## src/rtl/alu_instr_sequencer.sv

```systemverilog
// alu_instr_sequencer
//   Instruction-side controller for the 8-bit ALU. Accepts 32-bit instruction
//   words over a valid/ready handshake, decodes them, reads operands from an
//   internal 8x8 register file, drives the ALU operand/select inputs, waits
//   ALU_LATENCY cycles and writes the ALU result back to the destination.
//
// Ports:
//   CLK          system clock, rising edge
//   RESET        synchronous active-low reset
//   INSTR        [31:24] opcode, [18:16] dest, [10:8] src1, [2:0] src2, [7:0] imm
//   INSTR_VALID  instruction word valid
//   INSTR_READY  sequencer idle and able to accept
//   ALU_DATA1/2  ALU operands (registered, held between instructions)
//   ALU_SELECT   000 MOV(pass DATA2), 001 ADD, 010 AND, 011 OR
//   ALU_RESULT   ALU output, sampled on the last EXEC edge
//   BUSY         any state other than IDLE
//   DONE         one-cycle pulse during writeback
//   ILLEGAL      one-cycle pulse on an undefined opcode
//   DBG_ADDR     register-file debug read address
//   DBG_DATA     combinational read of reg[DBG_ADDR]
module alu_instr_sequencer #(
  parameter int ALU_LATENCY = 1
) (
  input  logic        CLK,
  input  logic        RESET,
  input  logic [31:0] INSTR,
  input  logic        INSTR_VALID,
  output logic        INSTR_READY,
  output logic [7:0]  ALU_DATA1,
  output logic [7:0]  ALU_DATA2,
  output logic [2:0]  ALU_SELECT,
  input  logic [7:0]  ALU_RESULT,
  output logic        BUSY,
  output logic        DONE,
  output logic        ILLEGAL,
  input  logic [2:0]  DBG_ADDR,
  output logic [7:0]  DBG_DATA
);

  typedef enum logic [1:0] {IDLE, DECODE, EXEC, WB} state_t;

  localparam logic [3:0] LAST_CNT = 4'(ALU_LATENCY - 1);

  state_t     state, state_nxt;
  logic [7:0] opcode;
  logic [2:0] dest, src1, src2;
  logic [7:0] imm;
  logic [7:0] regs [8];
  logic [3:0] cnt;
  logic [7:0] result;
  logic       accept;
  logic       legal;
  logic [7:0] data1_nxt, data2_nxt;
  logic [2:0] sel_nxt;

  // Reserved instruction bits are intentionally ignored.
  logic unused_instr_bits;
  assign unused_instr_bits = ^{INSTR[23:19], INSTR[15:11]};

  // Two's-complement negation; -0x80 wraps back to 0x80.
  function automatic logic [7:0] negate(input logic signed [7:0] v);
    logic signed [7:0] n;
    n = -v;
    return n;
  endfunction

  assign accept   = INSTR_VALID & INSTR_READY;
  assign legal    = (opcode <= 8'd5);
  assign DBG_DATA = regs[DBG_ADDR];

  // Operand formation from the captured instruction and current register file.
  always_comb begin
    data1_nxt = ALU_DATA1;
    data2_nxt = ALU_DATA2;
    sel_nxt   = ALU_SELECT;
    case (opcode)
      8'd0: begin data1_nxt = 8'h00;      data2_nxt = imm;                sel_nxt = 3'b000; end
      8'd1: begin data1_nxt = 8'h00;      data2_nxt = regs[src2];         sel_nxt = 3'b000; end
      8'd2: begin data1_nxt = regs[src1]; data2_nxt = regs[src2];         sel_nxt = 3'b001; end
      8'd3: begin data1_nxt = regs[src1]; data2_nxt = negate(regs[src2]); sel_nxt = 3'b001; end
      8'd4: begin data1_nxt = regs[src1]; data2_nxt = regs[src2];         sel_nxt = 3'b010; end
      8'd5: begin data1_nxt = regs[src1]; data2_nxt = regs[src2];         sel_nxt = 3'b011; end
      default: ;
    endcase
  end

  always_comb begin
    state_nxt   = state;
    INSTR_READY = 1'b0;
    BUSY        = 1'b1;
    DONE        = 1'b0;
    ILLEGAL     = 1'b0;
    case (state)
      IDLE: begin
        INSTR_READY = 1'b1;
        BUSY        = 1'b0;
        if (INSTR_VALID) state_nxt = DECODE;
      end
      DECODE: begin
        if (legal) begin
          state_nxt = EXEC;
        end else begin
          ILLEGAL   = 1'b1;
          state_nxt = IDLE;
        end
      end
      EXEC: begin
        if (cnt == LAST_CNT) state_nxt = WB;
      end
      WB: begin
        DONE      = 1'b1;
        state_nxt = IDLE;
      end
      default: state_nxt = IDLE;
    endcase
  end

  // Instruction capture: pure data, only loaded on an accepted handshake.
  always_ff @(posedge CLK) begin
    if (accept) begin
      opcode <= INSTR[31:24];
      dest   <= INSTR[18:16];
      src1   <= INSTR[10:8];
      src2   <= INSTR[2:0];
      imm    <= INSTR[7:0];
    end
  end

  always_ff @(posedge CLK) begin
    if (!RESET) begin
      state      <= IDLE;
      ALU_DATA1  <= 8'h00;
      ALU_DATA2  <= 8'h00;
      ALU_SELECT <= 3'b000;
      cnt        <= 4'd0;
      result     <= 8'h00;
      for (int i = 0; i < 8; i++) regs[i] <= 8'h00;
    end else begin
      state <= state_nxt;
      case (state)
        DECODE: begin
          if (legal) begin
            ALU_DATA1  <= data1_nxt;
            ALU_DATA2  <= data2_nxt;
            ALU_SELECT <= sel_nxt;
            cnt        <= 4'd0;
          end
        end
        EXEC: begin
          if (cnt == LAST_CNT) result <= ALU_RESULT;
          else                 cnt    <= cnt + 4'd1;
        end
        WB: regs[dest] <= result;
        default: ;
      endcase
    end
  end

endmodule
```

## config.mk

```make
export PLATFORM = sky130hd
export DESIGN_NAME = alu_instr_sequencer
export DESIGN_NICKNAME = d
export VERILOG_FILES = /design/src/rtl/alu_instr_sequencer.sv
export SDC_FILE = /design/constraint.sdc
export NUM_CORES = 1
export LEC_CHECK = 0
export CORE_MARGIN = 2
export CORE_UTILIZATION = 50
export DETAILED_ROUTE_END_ITERATION = 7
export PLACE_DENSITY = 0.73
export SLEW_MARGIN = 15
export SYNTH_ARGS = -nofsm -noshare
export SYNTH_HDL_FRONTEND = slang
export SYNTH_SLANG_ARGS = --single-unit
```

## constraint.sdc

```tcl
create_clock -name CLK -period 2.7 [get_ports CLK]
set_input_delay 0.27 -clock CLK [delete_from_list [all_inputs] [get_ports CLK]]
set_output_delay 0.27 -clock CLK [all_outputs]
set_load 0.05 [all_outputs]
```

; ---- Word level (Yosys, flattened, before mapping)
; Memory sizes are Yosys's and may differ from the RTL's. A register that Yosys moved wholly into a read port is not among the register bits.
; Index checks and enable logic that the tools add are counted.
[totals]
register_bits = 58
latchBits = 0
ramBits = 64
mem_bits_ro = 0
input_bits = 46
output_inout_bits = 31
n_memories = 1
[memory_table]
columns = memory, words, width, read_ports, rd_ports_with_merged_regs, wr, line
row1 = regs, 8, 8, 3, 2, 8, 48  ; logic [7:0] regs [8];
[op_classes]
n_addsub = 2
mul = 0
n_div = 0
magnitude_cmp = 1
eq_ne = 12
shifts = 0
n_mux = 23
bitwise_logic = 1
reduce_logical = 18
[op_table]
columns = operator, count
row1 = 8-bit case mux with 3 select lines, 1
row2 = 8-bit by 2-bit == test with 1-bit output (second input constant), 2
row3 = 8-bit by 3-bit == test with 1-bit output (second input constant), 2
row4 = 8-bit case mux with 2 select lines, 1
row5 = 3-bit case mux with 4 select lines, 1
row6 = 3-bit AND reduction, 4
row7 = 1-bit 2-to-1 mux, 9
row8 = 3-bit 2-to-1 mux, 3
row9 = 8-bit by 1-bit == test with 1-bit output (second input constant), 1
row10 = 8-bit by 3-bit less-or-equal comparator with 1-bit output (second input constant), 1
row11 = 8-bit logical NOT, 1
row12 = 4-bit 2-to-1 mux, 2
row13 = 8-bit 2-to-1 mux, 1
row14 = 2-bit != test (second input constant), 4
row15 = 8-bit negator, 1
row16 = 2-bit case mux with 4 select lines, 1
row17 = 4-bit case mux with 2 select lines, 1
row18 = 4-bit OR reduction, 2
row19 = 8-bit OR reduction, 1
row20 = 2-bit 2-to-1 mux, 3
row21 = 4-bit by 1-bit adder with 4-bit output (second input constant), 1
row22 = 2-bit == test (second input constant), 2
row23 = 4-bit logical NOT, 1
row24 = 2-bit AND reduction, 2
row25 = 7 further kinds, 9

; ---- Depth between registers and ports, before layout
[depth]
word_depth = 6
ltp_mapped = 8

; ---- Worst setup path after synthesis
; Ideal clock, no wire load.
[synth_timing]
path_type = register to register
startpoint = register (tool-made name)
endpoint = register (tool-made name)
setup_ps = 121
arrival_ps = 2537
setup_slack_ps = 41
path_stages_with_launch = 6
path_buffers = 1
cell_sequence = dfxtp_1 > or2_2 > inv_1 > and2_1 > clkbuf_1 > mux2_2

==> qor.csv <==
metric;value;unit
outcome;complete, no violations;
gp_routability_congestion;0.867;
cts_root_buf;clkbuf_16;
coreArea;0.0126;mm^2
maxCapViolations;0;
hold_path_class;in2reg;
synth_fp_nets;515;
yosys.area.top_type_share;40.0;%
critPathKind;reg2reg;
core.rowCount;41;
crit_path_end_kind;flip-flop;
grt_max_degree;29;
numCtsBuffers;17;
drt-initial-drc-count;313;
clk-insertion-delay-late;0.41;ns
ys_seq_area_share;51.8;%
dr.pass1.iters;5;
synth_cells;466;
routedWlPerCell;19.3;um
die_area;0.0138;mm^2
p_per_area;639;mW/mm^2
final_cell_mix;edfxtp_1 (86), and2_1 (71), clkdlybuf4s50_1 (56);
synth_flop_cell;edfxtp_1;
path_max_fanout;9;
synth_area;0.00646;mm^2
start_util;51.2;%
path_clk_slew;0.05;ns
layout-drive-gt1-share;21.8;%
drc;0;
synth_area_leader_cell;edfxtp_1;
worstHoldStart;INSTR[18];
postLayoutCellArea;0.00794;mm^2
vias_per_cell;5.64;
fin_crit_sh;88.4;%
mostFrequentLayoutCell;edfxtp_1;
slew_violations;0;
cts_sinks;124;
fillers;965;
arrival;2.68;ns
synth_edf_count;86;
hold_viol;0;
antenna_found_initial;0;
route.vias.total;4130;
relSlewSlack;52.9;%
ctsHtreeMaxLevel;4;
grt_pass1_vias;4200;
nets;597;
ir_drop;0.565;mV
portBuffers;65;
postRouteAntennaNets;0;
start_kind;flip-flop;
synth_area_leaders;edfxtp_1 (40%), mux4_2 (13%), dfxtp_1 (12%);
synth_cell_types;52;
synth_seq_cells;124;
placed_area;0.00733;mm^2
n_antenna_cell;0;
cts_tree;built;
fmax;419;MHz
cts_max_path_buffers;2;
ys_warn_count;0;
syn2layout_area_growth;23.0;%
worst_pin_slew;0.705;ns
globalRoute.totalOverflow;0;
fin_skew;0.00557;ns
synthArstFlopShare;0;%
boundaryPins;77;
finalSetupViolCount;0;
tns;0;ns
fp.dieH;118;um
finalCriticalPeriod;2.39;ns
worstPathRequired;2.99;ns
die_w;118;um
grt_pass1_wl;22.8;mm
grt_usage;21.6;%
wirelength;14.1;mm
power_leakage;0.00297;uW
dp_hpwl;10.9;mm
syn_area_per_cell;13.9;um^2
rsz0062_at_grt;no;
[power by group]
part	switching (uW)	internal, uW
Clock	801	1530
Sequential	88.7	2100
Combinational	259	297
[flip-flops by register name (all words and copies together), names as in the netlist, named ones only]
signal and flops:
result 8, state 1, regs 64, opcode 8, cnt 4, imm 6
ALU_DATA2 8, ALU_SELECT 2, ALU_DATA1 8, src2 2, dest 3, src1 3
[synth_stat cells (8+ instances only)]
cell       n
clkbuf_1  11
mux2i_1   27
mux4_2    38
nand2_1   21
nand3_1    8
nor2_1    18
mux4_1     9
dfxtp_1   38
o21ai_0   27
and2_1    71
mux2_2    14
a21oi_1    8
edfxtp_1  86
nor2b_1   12
[stage by stage]
step                setup WS, ns  hold WS, ns  util, %  power [uW]  cells
floorplan                 0.0413        0.369        -        2600    466
global placement           0.407        0.454     58.1        2770    701
detailed placement         0.332        0.461     58.1        2780    701
CTS                       0.0214        0.396     62.9        5100    732
global route               0.151        0.394     62.9        5230    732
finish                     0.314        0.410     62.9        5070    732
[cell type report]
class                      instances  area, um^2  share of cell area [%]
clock buffer                      18         429                    5.41
clock inverter                    13         175                    2.21
inverter                           3        11.3                   0.142
multi-input combinational        316        2960                    37.3
sequential                       124        3340                    42.1
tap                              172         215                    2.71
timing repair buffer              86         803                    10.1
[routing by layer]
| metal | share of wire (%) | vias to the layer above | global-route usage (%) |
|---|---|---|---|
| li1 | - | 1950 | - |
| met4 | 1.7 | 0 | 7.91 |
| met1 | 41 | 2008 | 26.3 |
| met5 | 0 | - | 0 |
| met3 | 5.5 | 17 | 4.89 |
| met2 | 52 | 155 | 37.5 |
[critical path, stage by stage, from the launching register on]
cell and delay (ns):
dfxtp_1 0.62, mux2i_1 0.21, mux4_1 0.59, ha_1 0.25, nand3_2 0.10, xnor2_1 0.08, a221oi_1 0.31, a21oi_1 0.10
[cells by family after synthesis]
| family | synth area share, % |
|---|---|
| flops | 51.8 |
| xor+xnor | 0.543 |
| buf+inv | 2.34 |
| simple gates | 14.4 |
| fa+ha+maj | 0.581 |
| mux | 24.9 |
| compound gates | 5.33 |
| other cells | 0.0581 |
[worst paths after layout]
check / end / slack, ns / depth (start not counted)
worst min-delay path: dest[2] / 0.41 / 1
worst max register to register: ALU_DATA2[4] / 0.31 / 7
worst max-delay path: ALU_DATA2[4] / 0.31 / 7
worst min register to register: ALU_DATA2[0] / 0.47 / 2
[timing repair]
| action | CTS | global route |
|---|---|---|
| buffers inserted | 0 | 0 |
| endpoints found under the setup margin | 0 | 1 |
| hold buffers | 0 | 0 |
| resized for setup | 0 | 1 |
No activity file was read; power rests on OpenSTA's default activity.
